`config.mk`:
```
export PLATFORM = sky130hd
export DESIGN_NAME = s2p_lane_ctrl
export DESIGN_NICKNAME = d
export VERILOG_FILES = /design/src/rtl/s2p_lane_ctrl.sv
export SDC_FILE = /design/constraint.sdc
export NUM_CORES = 1
export LEC_CHECK = 0
export BUFFER_PORTS_ARGS = -buffer_cell sky130_fd_sc_hd__buf_2
export CAP_MARGIN = 20
export CORE_UTILIZATION = 45
export CTS_BUF_LIST = sky130_fd_sc_hd__clkbuf_8
export CTS_CLUSTER_DIAMETER = 150
export DETAILED_ROUTE_END_ITERATION = 8
export HOLD_SLACK_MARGIN = 0.08
export SLEW_MARGIN = 30
export SYNTH_ARGS = -nofsm -noshare
export SYNTH_HDL_FRONTEND = slang
export SYNTH_SLANG_ARGS = --single-unit
```
`constraint.sdc`:
```
create_clock -name CLK -period 2.95 [get_ports CLK]
set_clock_uncertainty 0.2 [all_clocks]
set_input_delay 0 -clock CLK [delete_from_list [all_inputs] [get_ports CLK]]
set_output_delay 0 -clock CLK [all_outputs]
set_load 0.05 [all_outputs]
```
`src/rtl/s2p_lane_ctrl.sv`:
```
// s2p_lane_ctrl: four-lane serial-to-parallel converter. Lane 0 carries a COM
// symbol as byte 0 of every frame; a HUNT/VERIFY/LOCKED tracker aligns to it
// and publishes completed bytes of all four lanes only while locked.
module s2p_lane_ctrl #(
  parameter logic [7:0]  COM       = 8'hBC,
  parameter int unsigned FRAME_LEN = 16,
  parameter int unsigned LOCK_CNT  = 4,
  parameter int unsigned LOSS_CNT  = 4
) (
  input  logic       CLK,
  input  logic       RESET,
  input  logic       IN_ENB,
  input  logic       IN_DIR,
  input  logic [3:0] IN_LANE,
  output logic [7:0] OUT_LANE3,
  output logic [7:0] OUT_LANE2,
  output logic [7:0] OUT_LANE1,
  output logic [7:0] OUT_LANE0,
  output logic       OUT_VALID,
  output logic       OUT_SOF,
  output logic       OUT_LOCK,
  output logic [1:0] OUT_STATE
);

  localparam int unsigned      ByteW    = (FRAME_LEN > 2) ? $clog2(FRAME_LEN) : 1;
  localparam logic [ByteW-1:0] LastByte = ByteW'(FRAME_LEN - 1);
  localparam logic [3:0]       LockTh   = 4'(LOCK_CNT);
  localparam logic [3:0]       LossTh   = 4'(LOSS_CNT);

  typedef enum logic [1:0] {
    StHunt   = 2'd0,
    StVerify = 2'd1,
    StLocked = 2'd2
  } state_e;

  state_e           state_q, state_d;
  logic [3:0][7:0]  sr_q, sr_d, sr_shift;
  logic [3:0][7:0]  lane_q, lane_d;
  logic [2:0]       bit_cnt_q, bit_cnt_d;
  logic [ByteW-1:0] byte_cnt_q, byte_cnt_d, byte_next;
  logic [3:0]       good_q, good_d, good_inc;
  logic [3:0]       bad_q, bad_d, bad_inc;
  logic             valid_q, valid_d;
  logic             sof_q, sof_d;
  logic             lock_q;
  logic             byte_done, frame_start, com_hit;

  // Post-shift view of every lane for the current bit slot.
  always_comb begin
    for (int i = 0; i < 4; i++) begin
      sr_shift[i] = IN_DIR ? {IN_LANE[i], sr_q[i][7:1]} : {sr_q[i][6:0], IN_LANE[i]};
    end
  end

  // Byte/frame boundary decode and saturating counter increments.
  always_comb begin
    byte_done   = (bit_cnt_q == 3'd7);
    byte_next   = (byte_cnt_q == LastByte) ? '0 : byte_cnt_q + ByteW'(1);
    frame_start = byte_done && (byte_next == '0);
    com_hit     = (sr_shift[0] == COM);
    good_inc    = (good_q == 4'hF) ? good_q : good_q + 4'd1;
    bad_inc     = (bad_q == 4'hF) ? bad_q : bad_q + 4'd1;
  end

  // Alignment FSM next state, counters and output strobe generation.
  always_comb begin
    state_d    = state_q;
    sr_d       = sr_q;
    bit_cnt_d  = bit_cnt_q;
    byte_cnt_d = byte_cnt_q;
    good_d     = good_q;
    bad_d      = bad_q;
    lane_d     = lane_q;
    valid_d    = 1'b0;
    sof_d      = 1'b0;
    if (IN_ENB) begin
      sr_d = sr_shift;
      case (state_q)
        StHunt: begin
          // Bit-by-bit search; a hit anchors the byte and frame counters.
          if (com_hit) begin
            bit_cnt_d  = '0;
            byte_cnt_d = '0;
            good_d     = 4'd1;
            bad_d      = '0;
            state_d    = (LOCK_CNT == 1) ? StLocked : StVerify;
          end
        end
        StVerify: begin
          bit_cnt_d = bit_cnt_q + 3'd1;
          if (byte_done) byte_cnt_d = byte_next;
          if (frame_start) begin
            if (com_hit) begin
              good_d = good_inc;
              // The byte that completes verification is published as frame start.
              if (good_inc >= LockTh) begin
                state_d = StLocked;
                bad_d   = '0;
                lane_d  = sr_shift;
                valid_d = 1'b1;
                sof_d   = 1'b1;
              end
            end else begin
              state_d = StHunt;
              good_d  = '0;
            end
          end
        end
        StLocked: begin
          bit_cnt_d = bit_cnt_q + 3'd1;
          if (byte_done) begin
            byte_cnt_d = byte_next;
            if (frame_start && !com_hit && (bad_inc >= LossTh)) begin
              // Losing byte is dropped; output lanes keep their last value.
              state_d = StHunt;
              good_d  = '0;
              bad_d   = '0;
            end else begin
              if (frame_start) bad_d = com_hit ? '0 : bad_inc;
              lane_d  = sr_shift;
              valid_d = 1'b1;
              sof_d   = frame_start;
            end
          end
        end
        default: state_d = StHunt;
      endcase
    end
  end

  // State and output registers with asynchronous active-low reset.
  always_ff @(posedge CLK or negedge RESET) begin
    if (!RESET) begin
      state_q    <= StHunt;
      sr_q       <= '0;
      lane_q     <= '0;
      bit_cnt_q  <= '0;
      byte_cnt_q <= '0;
      good_q     <= '0;
      bad_q      <= '0;
      valid_q    <= 1'b0;
      sof_q      <= 1'b0;
      lock_q     <= 1'b0;
    end else begin
      state_q    <= state_d;
      sr_q       <= sr_d;
      lane_q     <= lane_d;
      bit_cnt_q  <= bit_cnt_d;
      byte_cnt_q <= byte_cnt_d;
      good_q     <= good_d;
      bad_q      <= bad_d;
      valid_q    <= valid_d;
      sof_q      <= sof_d;
      lock_q     <= (state_d == StLocked);
    end
  end

  assign OUT_LANE0 = lane_q[0];
  assign OUT_LANE1 = lane_q[1];
  assign OUT_LANE2 = lane_q[2];
  assign OUT_LANE3 = lane_q[3];
  assign OUT_VALID = valid_q;
  assign OUT_SOF   = sof_q;
  assign OUT_LOCK  = lock_q;
  assign OUT_STATE = state_q;

endmodule

```
==> run metrics, run 1 <==
RePlAce Congestion=about 0.8; Synth cell types=50; total global routing overflow=0; Post-Syn Instances=roughly 390; first-pass GRT wire length=14730 microns; pwr dens=around 570 nW/um^2; Final TNS setup=0 ns; initial antenna violation count=0; Max Transition Viols Final=0; ys flop type=dfrtp_1; commonest non-fill, non-tap cell in the layout=nor2_1; status=finished with violations; Syn Std Cell Area=~4200 sq um; #FFs+latches synth=between 80 and 90; violated checks=DRC; CP max FO=9; CTS Sinks=84; hpwl dp=between 5000 and 6000 microns; DR vias/cell=roughly 5.3; Fillers=~800; Multi-input gate area=between 1500 and 2000 sq um; drt pass-1 iters=6; Final Hold Viols=0; CTS buffer count=9; Fmax=between 300 and 400 MHz; leak pwr=around 2.3 nW; Initial Utilization=between 40% and 50%; Core Rows=34; CTS H-tree depth=3; syn avg cell area=10.57 sq um; Tcrit/Tclk final=between 90 and 100%; I/O Pins=45; most used cells in the layout excluding fill and tap cells=nor2_1, dfrtp_1, mux2_2; overall routing resource usage=between 10% and 20%; startpoint types=flop; die area=about 9600 sq um; Crit path required time=between 2 and 3 ns; DRT Wirelength=8404 microns; Setup WS pre-CTS=between 0.015 and 0.02 ns; Die Wd=98.21 microns; Clk Latency, worst-skew pair=between 0.3 and 0.4 ns; unrepaired setup endpoints after global routing=false; Worst Tran Pin Value=~0.76 ns; Syn Nets=413; Iter 0 DRT Violations=roughly 150; Max Cap Viol=0; CP arrival=2.82 ns; Clock Tree Buf Depth=2; Nets=~480; final setup vio count=0; core area=about 9000 sq um; relative max-transition margin=49.10%; CTS tree=built; ANT nets after route=0; register area share after synthesis=50.47%; DRC violations left=1; worst setup margin=0.1580 ns; vias in the first global route=~3100; Area Growth Syn to Fin=17.39%; Max VDD drop=0.3191 mV; Hold Crit Class=in2async; die height=a little under 100 microns; Clock Tree Root=clkbuf_8; CP Capture Type=flop; Port Buf Inserts=between 40 and 50; layout cells sized above 1=a little under a third; Post-synth ARST share=100.0%; Ys Warns=0; ANT cells=0; EDFF count, synth=0; largest net degree at the start of global routing=85; WS Path Type=reg2reg; vias=between 3000 and 4000; register area=around 2100 sq um; clock slew at reported path FFs=0.09 ns; fin crit period=2.792 ns; routed len/inst=~15 microns
## where the power goes
part	total [mW]	internal [mW]	switching, mW	leakage, nW
registers	1.40	1.28	0.116	1.02
logic	0.491	0.212	0.279	1.18
clock network	0.885	0.474	0.411	0.102
total	2.77	1.96	0.806	2.30
## metal layers
layer | vias up | GRT usage [%] | wire, microns
met4 | 0 | 6.315 | 82
met2 | 51 | 30.82 | 3944
met3 | 6 | 4.080 | 299
met5 | - | 0 | 0
li1 | 1491 | - | -
met1 | 1493 | 25.93 | 4077
## registers in the layout, summed over array words and instances (netlist names)
register	cells
OUT_LANE3	8
byte_cnt_q	4
OUT_STATE	2
good_q	4
bad_q	4
OUT_LANE0	8
OUT_LOCK	1
OUT_LANE2	8
OUT_SOF	1
sr_q	32
bit_cnt_q	3
OUT_LANE1	8
OUT_VALID	1
## worst max-delay path, stage by stage, from the launching register on
cell,delay (ns)
dfrtp_1,0.44
ha_1,0.23
or2_2,0.29
o221ai_1,0.18
nand3_1,0.21
or2_2,0.35
o31ai_4,0.06
buf_4,0.18
buf_4,0.19
mux2_2,0.35
## cell usage after synthesis, types with 2 or more instances
library cell,number,share of area [%]
o31ai_4,2,1.0
o22ai_1,2,0.30
a211oi_1,5,0.90
o21ai_0,5,0.60
a2111oi_0,2,0.42
a21oi_1,13,1.6
nand4_1,3,0.45
o2111ai_1,2,0.42
a22o_1,4,0.84
buf_1,3,0.27
nor2_1,95,8.6
ha_1,11,3.3
or2_2,2,0.30
and2_1,5,0.75
mux2_1,5,1.4
nand2_1,16,1.4
and3_1,5,0.75
nor4_1,2,0.30
buf_6,3,0.81
nand4b_1,2,0.42
mux2i_1,13,3.1
clkbuf_1,12,1.1
dfrtp_1,84,50
mux2_2,49,13
a31oi_1,5,0.75
nor2b_1,2,0.30
nand3_1,6,0.72
inv_1,14,1.3
## final timing paths
check	startpoint	end	cells after the start	slack, ns
worst max-delay path	byte_cnt_q[1]	OUT_LANE3[2]	9	0.16
worst min-delay path	RESET	OUT_VALID	2	0.06
worst max register to register	byte_cnt_q[1]	OUT_LANE3[2]	9	0.16
worst min register to register	OUT_LANE0[6]	OUT_LANE0[6]	1	0.28
max in group asynchronous	RESET	OUT_LANE3[3]	2	1.96
min in group CLK	OUT_LANE0[6]	OUT_LANE0[6]	1	0.28
## area by class of cell
class | count | share of cell area [%]
clock buffers | 9 | 2.533
flip-flops and latches | 84 | 42.99
inverters | 14 | 1.075
multi-input cells | 276 | 39.12
repair buffers | 73 | 9.698
clock inverters | 6 | 1.817
well taps | 108 | 2.764
## through the flow
step	total power [mW]	utilization (%)	hold slack, ns	instances	cell area, sq um
final	2.771	55.26	0.06308	570	4890
after global routing	2.929	55.26	0.1451	570	4890
after CTS	2.801	55.03	0.09802	568	4870
after detailed placement	1.898	51.84	-0.08549	546	4587
after global placement	1.879	51.80	0.06320	546	4583
after floorplan	1.742	-	-0.4956	394	4165
## cell families after synthesis
family	after synthesis	synth area share (%)
adder cells (fa/ha/maj)	11	3.304
AND/OR/NAND/NOR	147	15.56
flip-flops	84	50.47
AO/OA/AOI/OAI	51	9.222
multiplexers	67	17.72
buffers and inverters	34	3.725
## repair_timing
action,4_1_cts,5_1_grt
hold buffers,7,0
setup buffers,0,2
gates resized for setup,0,2
hold endpoints to repair,127,0
setup endpoints to repair,0,20
Note: power is estimated with default switching activity, not from simulation.
==> inputs of run 2 (changes only) <==
--- a/config.mk
+++ b/config.mk
@@ -12,6 +12,7 @@
 export CTS_CLUSTER_DIAMETER = 150
 export DETAILED_ROUTE_END_ITERATION = 8
 export HOLD_SLACK_MARGIN = 0.08
+export PLACE_DENSITY = 0.64
 export SLEW_MARGIN = 30
 export SYNTH_ARGS = -nofsm -noshare
 export SYNTH_HDL_FRONTEND = slang
==> run 2 against run 1 <==
The run still ends with DRC left. Critical path depth stayed put. Count of clock-buffer cells in the layout stayed put. Die area stayed put. Sequential power hardly changed. Worst hold slack better by 0.22 ns. Clock power is 16% lower. Register-to-register slack hardly changed. Critical endpoint is now OUT_LANE0[0]. Largest cell class unchanged. Highest routed layer unchanged.
==> run metrics, run 2 (synthesis gave the netlist of run 1 again) <==
status=finished with violations; violated checks=DRC; startpoint types=flop; Setup crit start=good_q[0]; layer with the highest usage=met2; routed len/inst=~15 microns; clock slew at reported path FFs=roughly 0.09 ns; Final TNS setup=0 ns; overall routing resource usage=approximately a fifth; WS Path Type=reg2reg; CTS H-tree depth=3; Fmax=approximately 360 MHz; drt pass-1 iters=6; Final Hold Viols=0; Tcrit/Tclk final=between 90% and 100%; number of flip-flops in the largest register=32; CP Capture Type=flop; ANT nets after route=0; die height=~100 microns; die area=between 9000 and 10000 sq um; total global routing overflow=0; Port Buf Inserts=between 40 and 50; Die Wd=slightly below 100 microns; CTS buffer count=9; Fillers=784; unrepaired setup endpoints after global routing=false; Top reg by flops=sr_q; Hold Crit Class=reg2reg; Initial Utilization=between 40% and 50%; core area=a little under 9000 sq um; I/O Pins=between 40 and 50; vias in the first global route=roughly 3000; RePlAce Congestion=0.8109; DR vias/cell=around 5.3; worst hold start=OUT_LANE0[4]; Max VDD drop=about 0.25 mV; leak pwr=about 2.3 nW; hpwl dp=roughly 5900 microns; DRT Wirelength=around 8500 microns; vias=approximately 3000; Clk Latency, worst-skew pair=between 0.3 and 0.4 ns; fin crit period=between 2 and 3 ns; met3 GRT Util=under 10%; ANT cells=0; CP arrival=between 2 and 3 ns; Iter 0 DRT Violations=~140; CTS Sinks=84; first-pass GRT wire length=between 10000 and 15000 microns; largest net degree at the start of global routing=43; register area=between 2000 and 2500 sq um; Max Transition Viols Final=0; Crit path required time=roughly 3 ns; CTS tree=built; DRC violations left=2; total power draw=between 2 and 3 mW; Clock Tree Buf Depth=2; layout cells sized above 1=30.39%; Multi-input gate area=between 1500 and 2000 sq um; Worst Tran Pin Value=~0.53 ns; CP max FO=15; RR Startpoint=good_q[0]; most used cells in the layout excluding fill and tap cells=nor2_1, dfrtp_1, mux2_2; commonest non-fill, non-tap cell in the layout=nor2_1; pwr dens=between 500 and 600 nW/um^2; relative max-transition margin=approximately 64%; final setup vio count=0; GR Util met2=approximately a third; initial antenna violation count=0; Max Cap Viol=0; Clock Tree Root=clkbuf_8; met1 GRT Util=24.23%; Core Rows=34; Nets=478; Area Growth Syn to Fin=17.39%
run 2: final cells by class:
type	instances	share of cell area, %
Tap cell	108	2.764
Sequential cell	84	42.99
Clock inverter	7	1.075
Inverter	14	1.075
Timing Repair Buffer	74	10.34
Multi-Input combinational cell	276	39.23
Clock buffer	9	2.533
run 2: metrics by stage:
stage / setup WS (ns) / util, % / std cells / area, sq um / hold WS, ns
after floorplan: 0.08778 / - / 394 / 4165 / -0.4956
after global placement: 0.1193 / 51.85 / 545 / 4588 / -0.1612
after detailed placement: 0.06334 / 51.85 / 545 / 4588 / -0.1604
after CTS: 0.03457 / 54.98 / 570 / 4865 / 0.2886
after global routing: 0.01811 / 55.26 / 572 / 4890 / 0.3005
final: 0.1587 / 55.26 / 572 / 4890 / 0.2832
run 2: path summary, 6_finish.rpt:
kind	to	slack, ns	depth (start not counted)
max reg2reg	OUT_LANE0[0]	0.16	9
min reg2reg	OUT_LANE0[4]	0.28	1
min	OUT_LANE0[4]	0.28	1
min in group asynchronous	sr_q[1]	0.55	4
max	OUT_LANE0[0]	0.16	9
max in group asynchronous	good_q[0]	1.71	4
run 2: report_power, final:
part / switching (mW) / internal (mW) / total, mW
combinational: 0.279 / 0.215 / 0.494
clock: 0.433 / 0.311 / 0.744
sequential: 0.117 / 1.28 / 1.40
run 2: layer usage:
layer  vias up  share of wire, %
met5         -                 0
met2        59                48
met1      1440                47
met4         0               1.6
met3        18               3.8
li1       1506                 -
run 2: what timing repair did:
| action | in CTS | in global routing |
|---|---|---|
| hold endpoints to repair | 117 | 0 |
| hold buffers | 9 | 0 |
| buffers inserted | 0 | 2 |
| resized for setup | 0 | 3 |
| endpoints found under the setup margin | 0 | 21 |
run 2: worst max-delay path, cell delays in order, from the launching register on:
cell and delay (ns):
dfrtp_1 0.44, ha_1 0.28, and2_1 0.20, a21oi_2 0.21
o2111ai_1 0.22, or2_2 0.39, o31ai_4 0.06, buf_4 0.19
buf_12 0.16, mux2_2 0.34
